File: config.mk
export PLATFORM = sky130hd
export DESIGN_NAME = div_iter
export DESIGN_NICKNAME = d
export VERILOG_FILES = /design/src/rtl/div_iter_pkg.sv /design/src/rtl/div_iter.sv
export SDC_FILE = /design/constraint.sdc
export NUM_CORES = 1
export LEC_CHECK = 0
export ABC_AREA = 1
export CORE_ASPECT_RATIO = 1.4
export CORE_MARGIN = 4
export CORE_UTILIZATION = 55
export CTS_BUF_LIST = sky130_fd_sc_hd__clkbuf_16
export CTS_CLUSTER_SIZE = 8
export DETAILED_ROUTE_END_ITERATION = 8
export PLACE_DENSITY_LB_ADDON = 0.08
export SLEW_MARGIN = 25
export SYNTH_ARGS = -nofsm -noshare
export SYNTH_HDL_FRONTEND = slang
export SYNTH_SLANG_ARGS = --single-unit
File: constraint.sdc
create_clock -name clk -period 8.15 [get_ports clk]
set_input_delay 1.2225 -clock clk [delete_from_list [all_inputs] [get_ports clk]]
set_output_delay 1.2225 -clock clk [all_outputs]
set_load 0.005 [all_outputs]
File: src/rtl/div_iter_pkg.sv
// Shared constants, FSM encoding and two's-complement helpers for the
// iterative 32-bit divider.
package div_iter_pkg;

    localparam int DIV_WIDTH   = 32;
    localparam int DIV_LATENCY = 33;
    localparam int CNT_WIDTH   = 5;

    // FSM state encoding
    localparam logic [1:0] ST_IDLE = 2'd0;
    localparam logic [1:0] ST_BUSY = 2'd1;
    localparam logic [1:0] ST_DONE = 2'd2;

    // Two's-complement negation
    function automatic logic [DIV_WIDTH-1:0] f_neg(input logic [DIV_WIDTH-1:0] v);
        return (~v) + {{(DIV_WIDTH-1){1'b0}}, 1'b1};
    endfunction

    // Magnitude of an operand; negative values only exist in signed mode.
    // 0x80000000 maps onto itself, which is the correct unsigned magnitude.
    function automatic logic [DIV_WIDTH-1:0] f_mag(input logic [DIV_WIDTH-1:0] v,
                                                   input logic                 is_signed);
        if (is_signed && v[DIV_WIDTH-1]) begin
            return f_neg(v);
        end else begin
            return v;
        end
    endfunction

endpackage

File: src/rtl/div_iter.sv
// Iterative restoring divider, one quotient bit per clock.
// Operands are taken as magnitudes, signs are re-applied while loading the
// result register, so the total latency is fixed regardless of operand values.
module div_iter
    import div_iter_pkg::*;
#(
    parameter int SIGNED = 1
) (
    input  logic                   clk,
    input  logic                   reset,
    input  logic                   s_axis_divisor_tvalid,
    output logic                   s_axis_divisor_tready,
    input  logic [DIV_WIDTH-1:0]   s_axis_divisor_tdata,
    input  logic                   s_axis_dividend_tvalid,
    output logic                   s_axis_dividend_tready,
    input  logic [DIV_WIDTH-1:0]   s_axis_dividend_tdata,
    output logic                   m_axis_dout_tvalid,
    output logic [2*DIV_WIDTH-1:0] m_axis_dout_tdata
);

    // Counter value of the final (32nd) shift-subtract step
    localparam logic [CNT_WIDTH-1:0] LAST_ITER = CNT_WIDTH'(DIV_LATENCY - 2);
    localparam logic                 IS_SIGNED = (SIGNED != 0);

    logic [1:0]             r_state;
    logic [1:0]             w_state_next;
    logic [CNT_WIDTH-1:0]   r_count;
    logic                   r_ready;
    logic                   r_dout_valid;
    logic [2*DIV_WIDTH-1:0] r_dout_data;

    logic [DIV_WIDTH-1:0]   r_divisor;   // divisor magnitude
    logic [DIV_WIDTH-1:0]   r_quot;      // dividend bits shift out, quotient bits shift in
    logic [DIV_WIDTH-1:0]   r_rem;       // partial remainder
    logic                   r_qsign;
    logic                   r_rsign;
    logic                   r_dzero;

    logic                   w_accept;
    logic                   w_last_iter;
    logic [DIV_WIDTH:0]     w_trial;
    logic [DIV_WIDTH:0]     w_diff;
    logic                   w_ge;
    logic [DIV_WIDTH-1:0]   w_quot_next;
    logic [DIV_WIDTH-1:0]   w_rem_next;
    logic [DIV_WIDTH-1:0]   w_quot_fix;
    logic [DIV_WIDTH-1:0]   w_rem_fix;

    assign w_accept    = (r_state == ST_IDLE) && s_axis_divisor_tvalid && s_axis_dividend_tvalid;
    assign w_last_iter = (r_state == ST_BUSY) && (r_count == LAST_ITER);

    assign s_axis_divisor_tready  = r_ready;
    assign s_axis_dividend_tready = r_ready;
    assign m_axis_dout_tvalid     = r_dout_valid;
    assign m_axis_dout_tdata      = r_dout_data;

    // Next-state decode for IDLE -> BUSY -> DONE -> IDLE
    always_comb begin
        w_state_next = r_state;
        case (r_state)
            ST_IDLE: begin
                if (w_accept) begin
                    w_state_next = ST_BUSY;
                end else begin
                    w_state_next = ST_IDLE;
                end
            end
            ST_BUSY: begin
                if (w_last_iter) begin
                    w_state_next = ST_DONE;
                end else begin
                    w_state_next = ST_BUSY;
                end
            end
            ST_DONE: w_state_next = ST_IDLE;
            default: w_state_next = ST_IDLE;
        endcase
    end

    // One restoring step: shift the next dividend bit in, subtract if it fits.
    // The trial value can reach 33 bits; when its top bit is set it always
    // exceeds the 32-bit divisor, otherwise the subtractor's sign bit decides.
    always_comb begin
        w_trial = {r_rem, r_quot[DIV_WIDTH-1]};
        w_diff  = w_trial - {1'b0, r_divisor};
        w_ge    = w_trial[DIV_WIDTH] | ~w_diff[DIV_WIDTH];
        if (w_ge) begin
            w_rem_next  = w_diff[DIV_WIDTH-1:0];
            w_quot_next = {r_quot[DIV_WIDTH-2:0], 1'b1};
        end else begin
            w_rem_next  = w_trial[DIV_WIDTH-1:0];
            w_quot_next = {r_quot[DIV_WIDTH-2:0], 1'b0};
        end
    end

    // Sign correction applied on the way into the result register.
    // A zero divisor yields all-ones quotient bits and the dividend magnitude
    // as remainder; forcing the quotient keeps it all-ones in signed mode too.
    always_comb begin
        w_quot_fix = w_quot_next;
        w_rem_fix  = w_rem_next;
        if (r_dzero) begin
            w_quot_fix = {DIV_WIDTH{1'b1}};
        end else if (r_qsign) begin
            w_quot_fix = f_neg(w_quot_next);
        end else begin
            w_quot_fix = w_quot_next;
        end
        if (r_rsign) begin
            w_rem_fix = f_neg(w_rem_next);
        end else begin
            w_rem_fix = w_rem_next;
        end
    end

    // Control registers: state, handshake readiness and result strobe
    always_ff @(posedge clk) begin
        if (reset) begin
            r_state      <= ST_IDLE;
            r_ready      <= 1'b1;
            r_dout_valid <= 1'b0;
        end else begin
            r_state      <= w_state_next;
            r_ready      <= (w_state_next == ST_IDLE);
            r_dout_valid <= w_last_iter;
        end
    end

    // Operand capture, iteration datapath and result register
    always_ff @(posedge clk) begin
        if (reset) begin
            r_count     <= {CNT_WIDTH{1'b0}};
            r_divisor   <= {DIV_WIDTH{1'b0}};
            r_quot      <= {DIV_WIDTH{1'b0}};
            r_rem       <= {DIV_WIDTH{1'b0}};
            r_qsign     <= 1'b0;
            r_rsign     <= 1'b0;
            r_dzero     <= 1'b0;
            r_dout_data <= {(2*DIV_WIDTH){1'b0}};
        end else begin
            case (r_state)
                ST_IDLE: begin
                    if (w_accept) begin
                        r_count   <= {CNT_WIDTH{1'b0}};
                        r_divisor <= f_mag(s_axis_divisor_tdata, IS_SIGNED);
                        r_quot    <= f_mag(s_axis_dividend_tdata, IS_SIGNED);
                        r_rem     <= {DIV_WIDTH{1'b0}};
                        r_qsign   <= IS_SIGNED & (s_axis_dividend_tdata[DIV_WIDTH-1] ^
                                                  s_axis_divisor_tdata[DIV_WIDTH-1]);
                        r_rsign   <= IS_SIGNED & s_axis_dividend_tdata[DIV_WIDTH-1];
                        r_dzero   <= (s_axis_divisor_tdata == {DIV_WIDTH{1'b0}});
                    end
                end
                ST_BUSY: begin
                    r_rem   <= w_rem_next;
                    r_quot  <= w_quot_next;
                    r_count <= r_count + {{(CNT_WIDTH-1){1'b0}}, 1'b1};
                    if (w_last_iter) begin
                        r_dout_data <= {w_quot_fix, w_rem_fix};
                    end
                end
                ST_DONE: begin
                    r_count <= {CNT_WIDTH{1'b0}};
                end
                default: begin
                    r_count <= {CNT_WIDTH{1'b0}};
                end
            endcase
        end
    end

endmodule

==> out/qor.txt <==
DRT Pass-1 Iters = 5
Maximum clock rate = 202 MHz
Final GP Congestion = 1.01
Final hold vios = 0
Actual slew at the worst max-slew pin = 909 ps
Initial DRC count = 862
Fin worst setup slack = 3200 ps
Syn nets = 2,218
Worst-skew pair later-pin latency = 450 ps
Mux contribution to synthesized area = 0%
Gr ovfl total = 0
XOR/XNOR Fraction of Synth Area = 4.40%
Count of cell types in the netlist = 54
R2R cell count = 25
Post-synthesis compound-gate area fraction = 14.8%
Initial Util = 56.2%
Total number of vias = 13.9k
Clock sink count = 171
Syn Std Cell Area = 12,700 um2
Wirelength per Cell = 17.5 um
Final-report setup violation count = 0
Clock Path Buffers = 2
Total leakage power = 0.00723 uW
RSZ-0062 raised after global routing = false
Largest net degree at the start of global routing = 80
Max-slew violations = 0
Top cells by area, synth = dfxtp_1, nand2_1, inv_1, nor2_1, nand3_1
TritonCTS Buffers = 17
Max H-tree Level = 4
Layout cells sized above 1 = 5.93%
Critical Path AT = 5330 ps
Setup WS pre-CTS = 3320 ps
Worst endpoint required time = 8530 ps
Final hold slack = 489 ps
Setup TNS = 0 ps
Post-CTS resize count = 0
Adder-cell share of the synthesized area = 3.89%
# rows = 65
CP endpoint kind = register
Slew headroom = 39.4%
Die X = 137 um
Worst Skew = 9.71 ps
Input/output buffers = 134
Average cell area after synthesis = 6.04 um2
Min Tclk post-route = 4950 ps
WHS Path Cells = 2
Post-synth EDFFs = 0
Worst vdd ir = 0.338 mV
Yosys reg bits = 171
# Post-CTS Setup Buffers = 0
First-pass GRT wire length = 68,800 um
Area growth syn-to-layout = 15.9%
Worst Setup Start Kind = register
DIE HEIGHT = 188 um
Total routed wirelength = 44,000 um
Worst path max stage delay = 490 ps
Yosys warnings = 0
Hold Path Class = register to register
Final nets = 2,302
Cells after Synth = 2,111
Crit share post-route = 60.8%
DRC Markers = 0
All-Layer GR Usage = 34.3%
Register area share after synthesis = 26.8%
Vias in the first global route = 13.3k
Clk pin slew, worst setup/hold paths = 70 ps
IO Pins = 135
Worst-path maximum fanout = 60
Top cell type's share of synthesized area = 26.8%
Placed wire-length estimate = 34,100 um
CTS tree = built
Crit-path slowest cell = inv_2
Initial antenna violation count = 6
Synth Flop Type = dfxtp_1
Post-synth top cells = nand2_1, inv_1, nor2_1
Simple-gate share of the synthesized area = 38.0%
# hold bufs at CTS = 0
Power Dens Cells = 364 nW/um2
Total die area = 25,700 um2
Crit Path Category = register to register
Most common cell in the netlist = nand2_1
Maxcap violations = 0
Post-synth top area cell = dfxtp_1
Largest family of logic cells by synthesized area = simple AND/OR/NAND/NOR gates
Core Area = 22,700 um2
Post-route ant nets = 0
Outcome = finished, final reports clean
Fraction of registers with async set/reset = 0%
Root buf cell = clkbuf_16
Post-DR vias/cell = 5.53
registers in the layout, summed over array words and instances, names as in the netlist:
signal                  cells
r_rem                      32
r_rsign                     1
m_axis_dout_tdata          64
r_state                     2
r_count                     5
s_axis_dividend_tready      1
r_dzero                     1
r_quot                     32
r_qsign                     1
r_divisor                  32
final cells by class:
type | count | area, um2
antenna | 1 | 2.50
multi-input combinational | 1549 | 7800
inverter | 313 | 1170
sequential | 171 | 3420
clock inverter | 15 | 170
timing repair buffer | 143 | 1400
clock buffer | 17 | 425
fill | 2203 | 7910
tap | 301 | 377
per-stage QoR:
| stage | area (um2) | utilization [%] | power, uW | std cells |
|---|---|---|---|---|
| floorplan | 12700 | - | 3620 | 2111 |
| global placement | 14200 | 62.5 | 4410 | 2477 |
| detailed placement | 14200 | 62.5 | 4430 | 2477 |
| CTS | 14800 | 65.1 | 5300 | 2509 |
| global route | 14800 | 65.1 | 5810 | 2509 |
| finish | 14800 | 65.1 | 5370 | 2510 |
per-layer routing:
layer	vias to the layer above	part of all wire, %	GRT usage (%)
li1	6938	-	-
met1	6311	37	35.9
met2	459	49	59.4
met3	177	5.9	7.73
met4	6	8.2	24.3
met5	-	0.095	0
critical path: cells and delay by family (launching register included):
| family | cells | cell delay (ps) |
|---|---|---|
| adders and majority gates | 2 | 600 |
| and+or+nand+nor | 11 | 2100 |
| xor gates and xnor gates | 1 | 170 |
| DFF | 1 | 350 |
| buffers and inverters | 7 | 840 |
| AOI/OAI and AO/OA | 4 | 840 |
cells in the final DEF (no fill, tap or decap), types with 4 or more instances in the layout:
cell type | synthesis | final
clkbuf_16 | 0 | 17
dfxtp_1 | 171 | 171
nor2_1 | 182 | 179
inv_2 | 11 | 14
nand2_1 | 669 | 669
nor2_2 | 13 | 14
o211ai_1 | 11 | 11
o21ai_0 | 81 | 81
clkdlybuf4s50_1 | 0 | 133
xor2_1 | 41 | 41
nor2_4 | 4 | 6
o21a_1 | 4 | 4
ha_1 | 38 | 38
buf_4 | 2 | 9
or2_2 | 13 | 13
o21ai_2 | 4 | 4
nand2_2 | 26 | 26
or2_1 | 5 | 5
xnor2_1 | 23 | 23
nand4_1 | 25 | 25
a21oi_1 | 111 | 111
nor4_1 | 17 | 17
clkinv_1 | 6 | 6
nand3_1 | 129 | 129
a31oi_1 | 42 | 42
o21ai_1 | 6 | 6
inv_1 | 296 | 296
nor3_1 | 26 | 26
o221ai_1 | 32 | 32
nand3b_1 | 9 | 9
final timing paths:
check	startpoint	to	slack, ps
max reg2reg	r_divisor[26]	m_axis_dout_tdata[62]	3200
min reg2reg	r_count[4]	r_count[4]	490
max	r_divisor[26]	m_axis_dout_tdata[62]	3200
min	r_count[4]	r_count[4]	490
cells by family after synthesis:
group / after synthesis
and+or+nand+nor: 1133
buffers and inverters: 391
AOI/OAI and AO/OA: 313
DFF: 171
xor gates and xnor gates: 64
adders and majority gates: 39
power breakdown:
| part | switching, uW | internal, uW | leakage [uW] |
|---|---|---|---|
| Clock | 368 | 483 | 0.000296 |
| Combinational | 2500 | 1090 | 0.00555 |
| Sequential | 54.1 | 880 | 0.00139 |
| Total | 2920 | 2450 | 0.00723 |
No activity file was read; power rests on OpenSTA's default activity.
